$ cat src/rtl/bus2st.sv
// Unpacks wide bus words into ST-bit Avalon-ST beats framed by sop/eop, through a 2-word ping-pong buffer.
// Optional build macro BUS2ST_OVF_CNT_EN adds ovf_cnt/ovf_flag to count writes dropped while the buffer is full.
module bus2st #(
  parameter int ST_PER_BUS            = 512,
  parameter int ST                    = 8,
  parameter int NUM_ST_PER_BUS        = ST_PER_BUS / ST,
  parameter int NUM_BUS_PER_TURBO_PKT = 2,
  parameter int ST_PER_TURBO_PKT      = NUM_ST_PER_BUS * NUM_BUS_PER_TURBO_PKT
) (
  input  logic                  clk_st,
  input  logic                  rst_n,
  input  logic [ST_PER_BUS-1:0] bus_data,
  input  logic                  bus_en,
  output logic                  bus_ready,
  output logic [ST-1:0]         st_data,
  output logic                  st_valid,
  output logic                  st_sop,
  output logic                  st_eop,
  input  logic                  st_ready,
  output logic                  pkt_done
`ifdef BUS2ST_OVF_CNT_EN
  ,
  output logic [15:0]           ovf_cnt,
  output logic                  ovf_flag
`endif
);

  localparam int BEAT_W = (NUM_ST_PER_BUS > 1) ? $clog2(NUM_ST_PER_BUS) : 1;
  localparam int WORD_W = (NUM_BUS_PER_TURBO_PKT > 1) ? $clog2(NUM_BUS_PER_TURBO_PKT) : 1;
  localparam int PKT_W  = (ST_PER_TURBO_PKT > 1) ? $clog2(ST_PER_TURBO_PKT) : 1;

  typedef enum logic {IDLE, SEND} state_t;

  typedef logic [NUM_ST_PER_BUS-1:0][ST-1:0] word_t;

  state_t              state_q, state_d;
  word_t               entry_q [2];
  word_t               entry_d [2];
  logic                wr_ptr_q, wr_ptr_d;
  logic                rd_ptr_q, rd_ptr_d;
  logic [1:0]          count_q, count_d;
  logic [BEAT_W-1:0]   beat_cnt_q, beat_cnt_d;
  logic [WORD_W-1:0]   word_cnt_q, word_cnt_d;
  logic                bus_ready_q, bus_ready_d;
  logic                pkt_done_q, pkt_done_d;

  logic                wr_en;
  logic                xfer;
  logic                beat_last;
  logic                word_last;
  logic                retire;
  logic [PKT_W-1:0]    pkt_pos;

  assign st_valid  = (state_q == SEND);
  assign wr_en     = bus_en && bus_ready_q;
  assign xfer      = st_valid && st_ready;
  assign beat_last = (beat_cnt_q == BEAT_W'(NUM_ST_PER_BUS - 1));
  assign word_last = (word_cnt_q == WORD_W'(NUM_BUS_PER_TURBO_PKT - 1));
  assign retire    = xfer && beat_last;

  // Packet-relative beat index drives the framing flags.
  assign pkt_pos   = PKT_W'(word_cnt_q) * PKT_W'(NUM_ST_PER_BUS) + PKT_W'(beat_cnt_q);
  assign st_sop    = st_valid && (pkt_pos == '0);
  assign st_eop    = st_valid && (pkt_pos == PKT_W'(ST_PER_TURBO_PKT - 1));
  assign st_data   = st_valid ? entry_q[rd_ptr_q][beat_cnt_q] : '0;
  assign bus_ready = bus_ready_q;
  assign pkt_done  = pkt_done_q;

  always_comb begin
    entry_d  = entry_q;
    wr_ptr_d = wr_ptr_q;
    if (wr_en) begin
      entry_d[wr_ptr_q] = bus_data;
      wr_ptr_d          = ~wr_ptr_q;
    end
  end

  always_comb begin
    beat_cnt_d = beat_cnt_q;
    word_cnt_d = word_cnt_q;
    rd_ptr_d   = rd_ptr_q;
    if (xfer) begin
      if (beat_last) begin
        beat_cnt_d = '0;
        rd_ptr_d   = ~rd_ptr_q;
        word_cnt_d = word_last ? '0 : word_cnt_q + WORD_W'(1);
      end else begin
        beat_cnt_d = beat_cnt_q + BEAT_W'(1);
      end
    end
  end

  // Ready looks ahead at this cycle's write and retire so a compliant source never overflows.
  always_comb begin
    count_d     = count_q + 2'(wr_en) - 2'(retire);
    bus_ready_d = (count_d < 2'd2);
    pkt_done_d  = xfer && st_eop;
  end

  always_comb begin
    state_d = state_q;
    case (state_q)
      IDLE: if (count_q != 2'd0) state_d = SEND;
      SEND: if (retire && (count_d == 2'd0)) state_d = IDLE;
      default: state_d = IDLE;
    endcase
  end

  always_ff @(posedge clk_st) begin
    entry_q <= entry_d;
  end

  always_ff @(posedge clk_st) begin
    if (!rst_n) begin
      state_q     <= IDLE;
      wr_ptr_q    <= 1'b0;
      rd_ptr_q    <= 1'b0;
      count_q     <= 2'd0;
      beat_cnt_q  <= '0;
      word_cnt_q  <= '0;
      bus_ready_q <= 1'b0;
      pkt_done_q  <= 1'b0;
    end else begin
      state_q     <= state_d;
      wr_ptr_q    <= wr_ptr_d;
      rd_ptr_q    <= rd_ptr_d;
      count_q     <= count_d;
      beat_cnt_q  <= beat_cnt_d;
      word_cnt_q  <= word_cnt_d;
      bus_ready_q <= bus_ready_d;
      pkt_done_q  <= pkt_done_d;
    end
  end

`ifdef BUS2ST_OVF_CNT_EN
  logic [15:0] ovf_cnt_q, ovf_cnt_d;
  logic        ovf_flag_q, ovf_flag_d;

  always_comb begin
    ovf_cnt_d  = ovf_cnt_q;
    ovf_flag_d = ovf_flag_q;
    if (bus_en && !bus_ready_q) begin
      if (ovf_cnt_q != 16'hFFFF) ovf_cnt_d = ovf_cnt_q + 16'd1;
      ovf_flag_d = 1'b1;
    end
  end

  always_ff @(posedge clk_st) begin
    if (!rst_n) begin
      ovf_cnt_q  <= 16'd0;
      ovf_flag_q <= 1'b0;
    end else begin
      ovf_cnt_q  <= ovf_cnt_d;
      ovf_flag_q <= ovf_flag_d;
    end
  end

  assign ovf_cnt  = ovf_cnt_q;
  assign ovf_flag = ovf_flag_q;
`endif

endmodule

$ cat config.mk
export PLATFORM = sky130hd
export DESIGN_NAME = bus2st
export DESIGN_NICKNAME = d
export VERILOG_FILES = /design/src/rtl/bus2st.sv
export SDC_FILE = /design/constraint.sdc
export NUM_CORES = 1
export LEC_CHECK = 0
export BUFFER_PORTS_ARGS = -buffer_cell sky130_fd_sc_hd__clkbuf_2
export CORE_ASPECT_RATIO = 0.8
export CORE_MARGIN = 1.5
export CORE_UTILIZATION = 52
export CTS_CLUSTER_SIZE = 10
export DETAILED_ROUTE_END_ITERATION = 8
export GPL_TIMING_DRIVEN = 0
export PLACE_DENSITY = 0.76
export SLEW_MARGIN = 5
export SYNTH_ARGS = -nofsm -noshare
export SYNTH_HDL_FRONTEND = slang
export SYNTH_SLANG_ARGS = --single-unit
$ cat constraint.sdc
create_clock -name clk_st -period 23.1 [get_ports clk_st]
set_input_delay 1.155 -clock clk_st [delete_from_list [all_inputs] [get_ports clk_st]]
set_output_delay 1.155 -clock clk_st [all_outputs]
set_load 0.005 [all_outputs]
# Yosys cells after proc, flatten, opt, wreduce, memory -nomap -nowiden
# Index checks and enable logic that the tools add are counted.
dict set report totals {
  out_inout_bits 13
  regBits 1038
  inputBits 516
}
dict set report classes {
  n_lt_le_gt_ge 5
  n_addsub 5
  n_eq_ne 2
  n_bitwise 5
  muxes 14
  n_reduce_logical 12
}
# cell count
set op_table {}
lappend op_table {{512-bit 2-to-1 mux} 4}
lappend op_table {{1024-bit bitwise mux} 1}
lappend op_table {{512-bit demux with 1-bit select} 1}
lappend op_table {{8-bit binary-select mux with 6-bit select} 1}
lappend op_table {{8-bit 2-to-1 mux} 2}
lappend op_table {{1-bit logical AND} 8}
lappend op_table {{7-bit by 6-bit adder with 7-bit output} 1}
lappend op_table {{7-bit equality test, second input constant} 1}
lappend op_table {{7-bit zero test} 1}
lappend op_table {{6-bit by 7-bit less-than comparator with 1-bit output, second input constant} 1}
lappend op_table {{6-bit by 1-bit adder with 6-bit output, second input constant} 1}
lappend op_table {{6-bit equality test, second input constant} 1}
lappend op_table {{6-bit 2-to-1 mux} 1}
lappend op_table {{2-bit greater-or-equal comparator, second input constant} 2}
lappend op_table {{1-bit inverter with 2-bit output} 2}
lappend op_table {{1-bit 2-to-1 mux} 3}
lappend op_table {{1-bit inverter} 3}
lappend op_table {{2-bit by 1-bit adder with 2-bit output} 1}
lappend op_table {{2-bit zero test} 1}
lappend op_table {{2-bit by 1-bit less-than comparator with 1-bit output, second input constant} 1}
lappend op_table {{2-bit less-than comparator, second input constant} 1}
lappend op_table {{1-bit case mux with 2 select lines} 1}
lappend op_table {{2-bit AND reduction} 1}
lappend op_table {{2-bit nonzero test} 1}
lappend op_table {{2 further kinds} 2}

# Depth between registers and ports, before layout
dict set report depth {
  depth_word 7
  ltp_mapped 12
  depth_no_buf 9
}

# Worst setup path before layout
# Ideal clock, no wire load.
dict set report synth_path {
  path_kind {input-to-reg}
  startpoint {in bus_en}
  endpoint {reg wr_ptr_q}
  arrival_time_ns 23.936
  slack_ns -0.995
  setup_time_ns 0.159
  cell_stages 3
  cell_sequence {nand2_1 > nor2_1 > o21a_1}
}
dict set report synth_via {
  elab_chain_cells 1
}
# item line
set synth_lines {}
lappend synth_lines {{start: declaration} 13} ;# input logic bus_en,
lappend synth_lines {{1-bit logical AND} 55} ;# assign wr_en = bus_en && bus_ready_q;
lappend synth_lines {{end signal: assignment} 125} ;# wr_ptr_q <= wr_ptr_d;
lappend synth_lines {{end: declaration} 39} ;# logic wr_ptr_q, wr_ptr_d;
# No other way between the ends.
# A chain may end at the register's enable or synchronous reset.

# Worst setup path after layout
dict set report layout_path {
  startpoint {reg beat_cnt_q[2]}
  endpoint {out st_data[6]}
}
dict set report layout_via {
  elab_chain_cells 3
}
# item line
set layout_lines {}
lappend layout_lines {{start: declaration} 42} ;# logic [BEAT_W-1:0] beat_cnt_q, beat_cnt_d;
lappend layout_lines {{start signal: assignment} 128} ;# beat_cnt_q <= beat_cnt_d;
lappend layout_lines {{8-bit binary-select mux with 6-bit select} 65} ;# assign st_data = st_valid ? entry_q[rd_ptr_q][beat_cnt_q] : '0;
lappend layout_lines {{8-bit 2-to-1 mux (implied by the code)} 65}
lappend layout_lines {{8-bit 2-to-1 mux} 65}
lappend layout_lines {{end: declaration} 15} ;# output logic [ST-1:0] st_data,
# No other way between the ends. The select of a mux whose other input is x is not followed.

==> impl_results.md <==
* Slew HR at 19.9%
* Peak VDD IR at 0.0000724 V
* Final net count at 3,035
* Clock buffer depth at 3
* First-pass GRT wire length at 159,000 um
* Power Dens Cells at 83.0 mW/mm2
* Reg with most FFs: entry_q
* Final Skew at 0.0231 ns
* Initial DRC count at 2,879
* Fin crit share at 24.9%
* DRT Pass-1 Iters at 7
* Worst EP required at 21.95 ns
* Busiest grt layer: met2
* Worst-skew pair later-pin latency at 0.70 ns
* Largest registers: entry_q: 1024 flops, beat_cnt_q: 6 flops, count_q: 2 flops
* DR vias/cell at 6.11
* CTS Hold Buffers Added at 0
* Distinct cells, synth at 59
* RSZ-0062 raised after global routing: false
* Endpoints failing setup at 0
* Startpoint Class: register
* Post-route ant nets at 0
* RePlAce Congestion at 0.835
* Avg WL per Cell at 31.7 um
* H-tree depth at 3
* Syn Inst Count at 1,841
* Post-CTS setup buffer count at 0
* CTS clk-pin slew, worst paths at 0.06 ns
* Syn_nets at 2,360
* Share of cells above drive strength 1 at 38.5%
* Leakage at 16.3 nW
* PortBufs at 528
* Synth Flop Type: edfxtp_1
* EDFF count, synth at 1,024
* Die width at 314 um
* Row count at 90
* FF+latch count, synth at 1,038
* Max Cap Viol at 0
* Detail Placement HPWL at 82,500 um
* Vias in the first global route at 22,778
* Period minus WS final at 5.74 ns
* Final Hold Vio Count at 0
* Met2 GRT Util at 46.5%
* Mean Syn Cell Area at 21.8 um2
* Slew @ Worst Pin at 1.20 ns
* DIE AREA at 0.0789 mm2
* Global routing usage on met3 at 9.06%
* Total power draw at 3.97 mW
* FMAX at 174 MHz
* Crit path capture type: output pin
* P&R area growth vs syn at 19.2%
* CTS tree: yes
* Total GRT Usage at 29.0%
* Root Driver: clkbuf_16
* Number of gates resized after cts at 0
* Max reg flops at 1,024
* Met1 usage at 38.0%
* Remaining Overflow, GRT at 0
* Cell area after synthesis at 0.0402 mm2
* Clock net sink count at 1,038
* Worst Hold Class: register to register
* WL final at 114,000 um
* DRC errors left at 0
* CTS buffer count at 115
* Largest net degree at the start of global routing at 68
* Setup CP Type: register to output pin
* Max Slew Vio Count at 0
* Post-synthesis sequential area ratio at 77.3%
* CP Data Arrival Time at 4.59 ns
* Status: complete, no violations
* Setup_tns at 0 ns
* Async set-reset flop share out of synthesis at 0%
* Initial antenna violation count at 51
* Chip height at 252 um
* Initial Utilization at 52.9%
* IO Count at 529
* Crit path max fanout at 10
* Vias at 21,909
* Warning count from the yosys run at 0
* Core Area at 0.0759 mm2
==> cell type report <==
cell class / count / area, um2
Multi-Input combinational cell: 698 / 8470
Antenna cell: 31 / 77.6
Inverter: 4 / 15.0
Clock buffer: 137 / 3000
Clock inverter: 8 / 72.6
Buffer: 101 / 663
Tap cell: 1012 / 1270
Fill cell: 5161 / 28000
Timing Repair Buffer: 558 / 3270
Sequential cell: 1038 / 31000
==> cell usage in the layout (no fill, tap or decap), types with 21 or more instances in the layout <==
cell / netlist / final
nand3_1: 21 / 21
diode_2: 0 / 31
mux4_2: 200 / 200
clkbuf_2: 0 / 529
mux2i_1: 134 / 134
nor2_1: 26 / 25
edfxtp_1: 1024 / 1024
a22oi_1: 32 / 32
buf_12: 3 / 21
buf_2: 28 / 29
nand2_1: 69 / 69
clkbuf_16: 0 / 117
clkbuf_1: 21 / 40
buf_4: 29 / 31
==> cells in the mapped netlist (4+ instances only) <==
cell	number	area share [%]
nand3_1	21	0.26
mux2i_1	134	3.3
nand4_1	6	0.093
mux2_2	12	0.34
edfxtp_1	1024	77
o22ai_1	7	0.11
and3_1	16	0.25
nand2_1	69	0.65
nor2_1	26	0.24
nor3_1	7	0.087
mux4_2	200	11
o2111ai_1	6	0.13
buf_2	28	0.35
a22oi_1	32	0.60
nor4_1	4	0.062
a31oi_1	11	0.17
buf_1	8	0.075
o211ai_1	8	0.15
buf_4	29	0.54
clkbuf_1	21	0.20
mux4_1	16	1.0
a21oi_1	19	0.24
xnor2_1	7	0.15
buf_6	12	0.34
a2111oi_0	7	0.15
dfxtp_1	14	0.70
o21ai_0	8	0.10
or4_1	4	0.075
and2_1	10	0.16
nor2b_1	15	0.23
a211oi_1	9	0.17
==> critical path, stage by stage, from the launching register on <==
cell      delay (ns)
dfxtp_1         0.38
buf_2           0.32
buf_2           0.36
buf_2           0.46
buf_1           0.76
o31ai_1         0.19
a221oi_1        0.78
nor4_1          0.14
nor3b_1         0.29
clkbuf_2        0.21
==> final timing paths <==
check	start	end	slack (ns)	cells after the start
worst min register to register	word_cnt_q$_SDFFE_PN0P_	pkt_done$_SDFF_PN0_	0.54	1
worst max register to register	beat_cnt_q[1]$_SDFFE_PN0P_	beat_cnt_q[1]$_SDFFE_PN0P_	20.07	7
worst max-delay path	beat_cnt_q[2]$_SDFFE_PN0P_	st_data[6]	17.36	9
worst min-delay path	word_cnt_q$_SDFFE_PN0P_	pkt_done$_SDFF_PN0_	0.54	1
==> power by group <==
part           internal [mW]  switching [mW]  total [mW]
logic                  0.103           0.133       0.237
registers               2.15          0.0165        2.17
clock network          0.898           0.675        1.57
==> stage by stage <==
stage	cell area (um2)	worst slack (ns)	utilization [%]	instances	hold WS, ns
6_report	47900	17.36	63.1	3587	0.543
5_1_grt	47800	17.25	63.0	3577	0.554
4_1_cts	47800	17.31	63.0	3556	0.540
3_5_place_dp	44700	18.10	58.9	3411	0.532
3_3_place_gp	44100	1.81	58.1	3381	0.519
2_1_floorplan	40200	7.84	-	1841	0.494
==> kinds of logic after synthesis <==
family	synth area share, %
xor gates and xnor gates	0.218
and+or+nand+nor	2.26
AOI/OAI and AO/OA	2.52
adders and majority gates	0.0935
muxes	15.9
DFF	77.3
buffers and inverters	1.69
==> per-layer routing <==
layer / wire [um] / share of wire (%) / vias to the layer above
met3: 12000 / 11 / 227
met5: 271 / 0.24 / -
met4: 3240 / 2.8 / 44
met1: 43100 / 38 / 11281
li1: - / - / 9116
met2: 55300 / 49 / 1241
Power figures use the tool's default switching activity.
